**src/rtl/w_sched_stream.sv**
```systemverilog
// SHA-2 message-schedule streamer: loads one 16-word block, then emits
// W[0..ROUNDS-1] one word per accepted beat over valid/ready.
// Optional feature macro: WSCHED_BACKPRESSURE_EN adds the w_ready input;
// without it the consumer is assumed always ready.
module w_sched_stream #(
    parameter  int WORD_W = 32,
    parameter  int ROUNDS = 64,
    localparam int IDX_W  = $clog2(ROUNDS)
) (
    input  logic                 clk,
    input  logic                 Reset,
    input  logic                 abort,
    input  logic                 blk_valid,
    output logic                 blk_ready,
    input  logic [16*WORD_W-1:0] block,
    output logic                 w_valid,
`ifdef WSCHED_BACKPRESSURE_EN
    input  logic                 w_ready,
`endif
    output logic [WORD_W-1:0]    w_out,
    output logic [IDX_W-1:0]     w_idx,
    output logic                 w_last,
    output logic                 busy
);

    if (WORD_W != 32 && WORD_W != 64) begin : g_bad_word
        $error("w_sched_stream: WORD_W must be 32 or 64");
    end
    if (ROUNDS < 16 || ROUNDS > 80) begin : g_bad_rounds
        $error("w_sched_stream: ROUNDS must be in 16..80");
    end

`ifndef WSCHED_BACKPRESSURE_EN
    // Consumer is always ready when backpressure is compiled out.
    logic w_ready;
    assign w_ready = 1'b1;
`endif

    // Rotate/shift amounts for the small sigma functions of each word size.
    localparam int S0_A = (WORD_W == 64) ? 1  : 7;
    localparam int S0_B = (WORD_W == 64) ? 8  : 18;
    localparam int S0_S = (WORD_W == 64) ? 7  : 3;
    localparam int S1_A = (WORD_W == 64) ? 19 : 17;
    localparam int S1_B = (WORD_W == 64) ? 61 : 19;
    localparam int S1_S = (WORD_W == 64) ? 6  : 10;
    localparam logic [IDX_W-1:0] LAST = IDX_W'(ROUNDS - 1);

    typedef enum logic {IDLE, RUN} state_t;

    state_t                       state, state_nxt;
    logic [15:0][WORD_W-1:0]      win;
    logic [IDX_W-1:0]             idx;
    logic [WORD_W-1:0]            w_new;
    logic                         take_blk, take_w, at_last;

    function automatic logic [WORD_W-1:0] rotr(input logic [WORD_W-1:0] x, input int n);
        return (x >> n) | (x << (WORD_W - n));
    endfunction

    function automatic logic [WORD_W-1:0] sig0(input logic [WORD_W-1:0] x);
        return rotr(x, S0_A) ^ rotr(x, S0_B) ^ (x >> S0_S);
    endfunction

    function automatic logic [WORD_W-1:0] sig1(input logic [WORD_W-1:0] x);
        return rotr(x, S1_A) ^ rotr(x, S1_B) ^ (x >> S1_S);
    endfunction

    // Outputs and handshakes are pure functions of state, index and window.
    always_comb begin
        at_last   = (idx == LAST);
        w_valid   = (state == RUN);
        busy      = (state == RUN);
        w_last    = w_valid && at_last;
        w_idx     = idx;
        w_out     = w_valid ? win[0] : '0;
        blk_ready = (state == IDLE) | (w_last & w_ready);
        take_blk  = blk_valid & blk_ready;
        take_w    = w_valid & w_ready;
        w_new     = sig1(win[14]) + win[9] + sig0(win[1]) + win[0];
    end

    // Next state: a new block wins over finishing; abort overrides everything.
    always_comb begin
        state_nxt = state;
        case (state)
            IDLE: if (take_blk) state_nxt = RUN;
            RUN:  if (take_w && at_last && !take_blk) state_nxt = IDLE;
            default: state_nxt = IDLE;
        endcase
        if (abort) state_nxt = IDLE;
    end

    // State register.
    always_ff @(posedge clk or negedge Reset) begin
        if (!Reset) state <= IDLE;
        else        state <= state_nxt;
    end

    // Window and round index: load on block accept, slide one word per beat.
    always_ff @(posedge clk or negedge Reset) begin
        if (!Reset) begin
            win <= '0;
            idx <= '0;
        end else if (abort) begin
            idx <= '0;
        end else if (take_blk) begin
            win <= block;
            idx <= '0;
        end else if (take_w) begin
            win <= {w_new, win[15:1]};
            idx <= at_last ? '0 : idx + 1'b1;
        end
    end

endmodule

```
**config.mk**
```make
export PLATFORM = sky130hd
export DESIGN_NAME = w_sched_stream
export DESIGN_NICKNAME = d
export VERILOG_FILES = /design/src/rtl/w_sched_stream.sv
export SDC_FILE = /design/constraint.sdc
export NUM_CORES = 2
export LEC_CHECK = 0
export BUFFER_PORTS_ARGS = -buffer_cell sky130_fd_sc_hd__buf_4
export CORE_ASPECT_RATIO = 0.5
export CORE_MARGIN = 5
export CORE_UTILIZATION = 55
export DETAILED_ROUTE_END_ITERATION = 10
export GPL_TIMING_DRIVEN = 0
export PLACE_DENSITY = 0.86
export SLEW_MARGIN = 5
export SYNTH_ARGS = -nofsm -noshare
export SYNTH_HDL_FRONTEND = slang
export SYNTH_SLANG_ARGS = --single-unit
```
**constraint.sdc**
```tcl
create_clock -name clk -period 5 [get_ports clk]
set_input_delay 0.25 -clock clk [delete_from_list [all_inputs] [get_ports clk]]
set_output_delay 0.25 -clock clk [all_outputs]
set_load 0.005 [all_outputs]
```
==> summary.txt <==
Synthesis
  – Netlist Area Pre-Place: roughly 28000 sq um
  – Area contributors post-synth: dfrtp_1, nand2_1, a31oi_1
  – Synth top cells by count: nand2_1, nor2_1, dfrtp_1
  – Warnings, synthesis: 0
  – Asr flop ratio synth: 100%
  – Synth Net Count: approximately 4000
  – Yosys top cell area share: between 40% and 50%
  – Synth area leader: dfrtp_1
  – Ys flop type: dfrtp_1
  – Syn Inst Count: around 3400
  – Post-Syn Area per Cell: 8.09 sq um
  – EDFF count, synth: 0
  – Sequential share of the synthesized area: between 40% and 50%
  – Most frequent cell after synthesis: nand2_1
  – Synth cell types: 51
  – #FFs+latches synth: a little over 500

Route
  – Drt first pass iters: 9
  – DRC: 0
  – Post-route ant nets: 0
  – DRT iter0 DRCs: roughly 5700
  – Wire per inst: 26.3 microns
  – Vias per cell: between 6 and 7
  – Final wirelength: between 100000 and 150000 microns
  – Via Count: between 30000 and 40000

Flow run
  – Max_cap viols: 0

Placed design
  – Port Buffers: 557
  – Hpwl dp: around 90000 microns
  – Pre-CTS setup slack: 0.0378 ns
  – Placer Congestion: a little over 1

CTS
  – Clock Tree Root: clkbuf_16
  – H-tree depth: 2
  – Clock sink total: between 500 and 600
  – Clock buffer depth: 3
  – Worst skew pair latency: between 0.6 and 0.7 ns
  – CTS tree: done
  – CTS buffer count: 47
  – Clock slew at reported path FFs: approximately 0.070 ns
  – Post-CTS setup buffers: 0

Global routing
  – Vias in the first global route: approximately 33000
  – Global-route usage over all layers: between 40% and 50%
  – Antenna violations before repair: 48
  – Remaining Overflow, GRT: 0
  – Largest net degree at the start of global routing: between 100 and 150
  – First-pass GRT wire length: 201000 microns

STA
  – Slew Viols, Final: 0
  – Fmax: between 200 and 250 MHz
  – Min Tclk post-route: 4.88 ns
  – RSZ-0062 raised after global routing: true
  – Actual slew at the worst max-slew pin: just over 1 ns
  – Number of setup violations in the final report: 0
  – Setup ws final: roughly 0.12 ns
  – Worst slew margin: 31.8%
  – Clk_skew: between 0.015 and 0.02 ns
  – Hold Fails Final Rpt: 0
  – Tcrit/Tclk final: between 90% and 100%

Power and ir drop
  – Seq pwr share: between 20% and 30%
  – Comb power frac: between 60 and 70%
  – Leak: ~0.018 uW
  – Max IR drop VDD: about 580 uV
  – Sw Ratio: between 40% and 50%
  – Final total power: 24700 uW
  – P_int: approximately 13000 uW
  – Clk pwr share: between 15 and 20%
  – Switching Power: 12000 uW
  – Power density cells: around 630 nW/um^2

Worst hold path
  – Hold/Removal Path Class: primary input to flop

Die
  – Die area: between 50000 and 60000 sq um
  – Die Y: approximately 170 microns
  – Cell row count: 58
  – Std-Cell Core Area: between 50000 and 60000 sq um
  – Initial Util: a little under three fifths
  – Ports: roughly 560
  – Die width: around 330 microns

Worst setup path
  – Crit start category: flop
  – CP Max Fanout: 6
  – Req. time, crit path: about 5.5 ns
  – Worst Setup End Kind: flop
  – CP peak stage delay: between 0.5 and 0.6 ns
  – WP data arrival: ~5.4 ns
  – CP Class: flop to flop
  – Critical path, cell by cell: clkbuf_1, xor2_1, xnor2_1, fa_1, fa_1, inv_1, ha_1, a21oi_1, nor2_1, o21bai_1, o211ai_2, o31ai_4, o21ai_0, xnor2_1, o22ai_1
  – Crit-path slowest cell: fa_1

Finish
  – Multi-input combinational cell area: around 13000 sq um
  – Ratio of cells with drive above 1 in the final layout: about 16%
  – Nets: about 5000
  – Final Util: between 70% and 80%
  – Syn-to-layout area delta: 42.7%
  – Fillcell total: 3014
  – Area occupied by registers: about 13000 sq um

Status
  – Status: finished clean
## worst max-delay path, delay by kind of cell (launching register included)
kind / cells / cell delay [ns]
and+or+nand+nor: 1 / 0.10
DFF: 1 / 0.36
xor gates and xnor gates: 3 / 0.92
adders and majority gates: 3 / 1.43
buffers and inverters: 2 / 0.48
AOI/OAI and AO/OA: 6 / 1.44
## power by group through the flow
stage               logic, uW  registers (uW)  clock network [uW]
floorplan                9350            5590                   0
global placement        13600            5870                   0
detailed placement      13600            5890                   0
CTS                     14200            5830                3800
global route            15700            5980                4000
finish                  14900            5960                3900
## through the flow
step	area [sq um]	hold WS (ns)	setup TNS, ns	cells
6_report	39500	0.0105	0	5264
5_1_grt	39500	0.0101	-0.0170	5246
4_1_cts	39400	0.000222	0	5225
3_5_place_dp	32800	0.101	0	4646
3_3_place_gp	32700	0.463	-833.86	4641
2_1_floorplan	27700	-0.0456	0	3424
## cells in the final DEF (no fill, tap or decap), types with 44 or more instances in the layout
master         instances
buf_4                557
o21ai_0               44
a31oi_1              486
dlygate4sd3_1        498
a21oi_1               62
inv_1                126
dfrtp_1              519
xor2_1                71
clkbuf_1             214
clkbuf_16             47
nor2_1               557
fa_1                  62
xnor2_1               76
buf_2                 68
nand2_1             1010
## cells by family (layout without fill, tap and decap cells)
logic type,count (synthesis),in the layout,synth area share [%]
AOI/OAI and AO/OA,639,639,14.4
xor gates and xnor gates,148,148,4.68
adders and majority gates,94,94,5.93
buffers and inverters,413,1552,5.92
DFF,519,519,46.9
other,0,41,0
and+or+nand+nor,1611,1611,22.2
## routing by layer
metal | wire, microns | track usage (%) | up-vias
li1 | - | - | 13500
met1 | 46500 | 59.1 | 15500
met2 | 59500 | 73.8 | 3223
met3 | 19500 | 18.4 | 1098
met4 | 12600 | 32.5 | 22
met5 | 144 | 0.609 | -
## registers in the layout (all words and copies together) (netlist names)
name and flops:
busy 1, w_idx 6, win 512
## what timing repair did
item / CTS / global route
hold buffers: 498 / 0
setup endpoints to repair: 1 / 7
resized for setup: 1 / 3
hold endpoints to repair: 729 / 0
## path summary, 6_finish.rpt
check | from | slack, ns | depth (start not counted) | end
worst max-delay path | win[48]$_DFFE_PN0P_ | 0.12 | 15 | win[506]$_DFFE_PN0P_
worst min-delay path | block[489] | 0.01 | 3 | win[489]$_DFFE_PN0P_
worst max register to register | win[48]$_DFFE_PN0P_ | 0.12 | 15 | win[506]$_DFFE_PN0P_
worst min register to register | win[485]$_DFFE_PN0P_ | 0.49 | 2 | win[485]$_DFFE_PN0P_
max in group asynchronous | Reset | 3.24 | 5 | win[242]$_DFFE_PN0P_
min in group asynchronous | Reset | 0.07 | 2 | win[452]$_DFFE_PN0P_
## layout make-up
type,count,area share [%]
multi-input combinational,2492,33.1
sequential,519,32.9
timing repair buffer,1060,23.6
clock buffer,65,3.45
buffer,285,2.94
tap,660,2.09
inverter,126,1.20
clock inverter,16,0.519
antenna,41,0.260
Note: power is estimated with default switching activity, not from simulation.
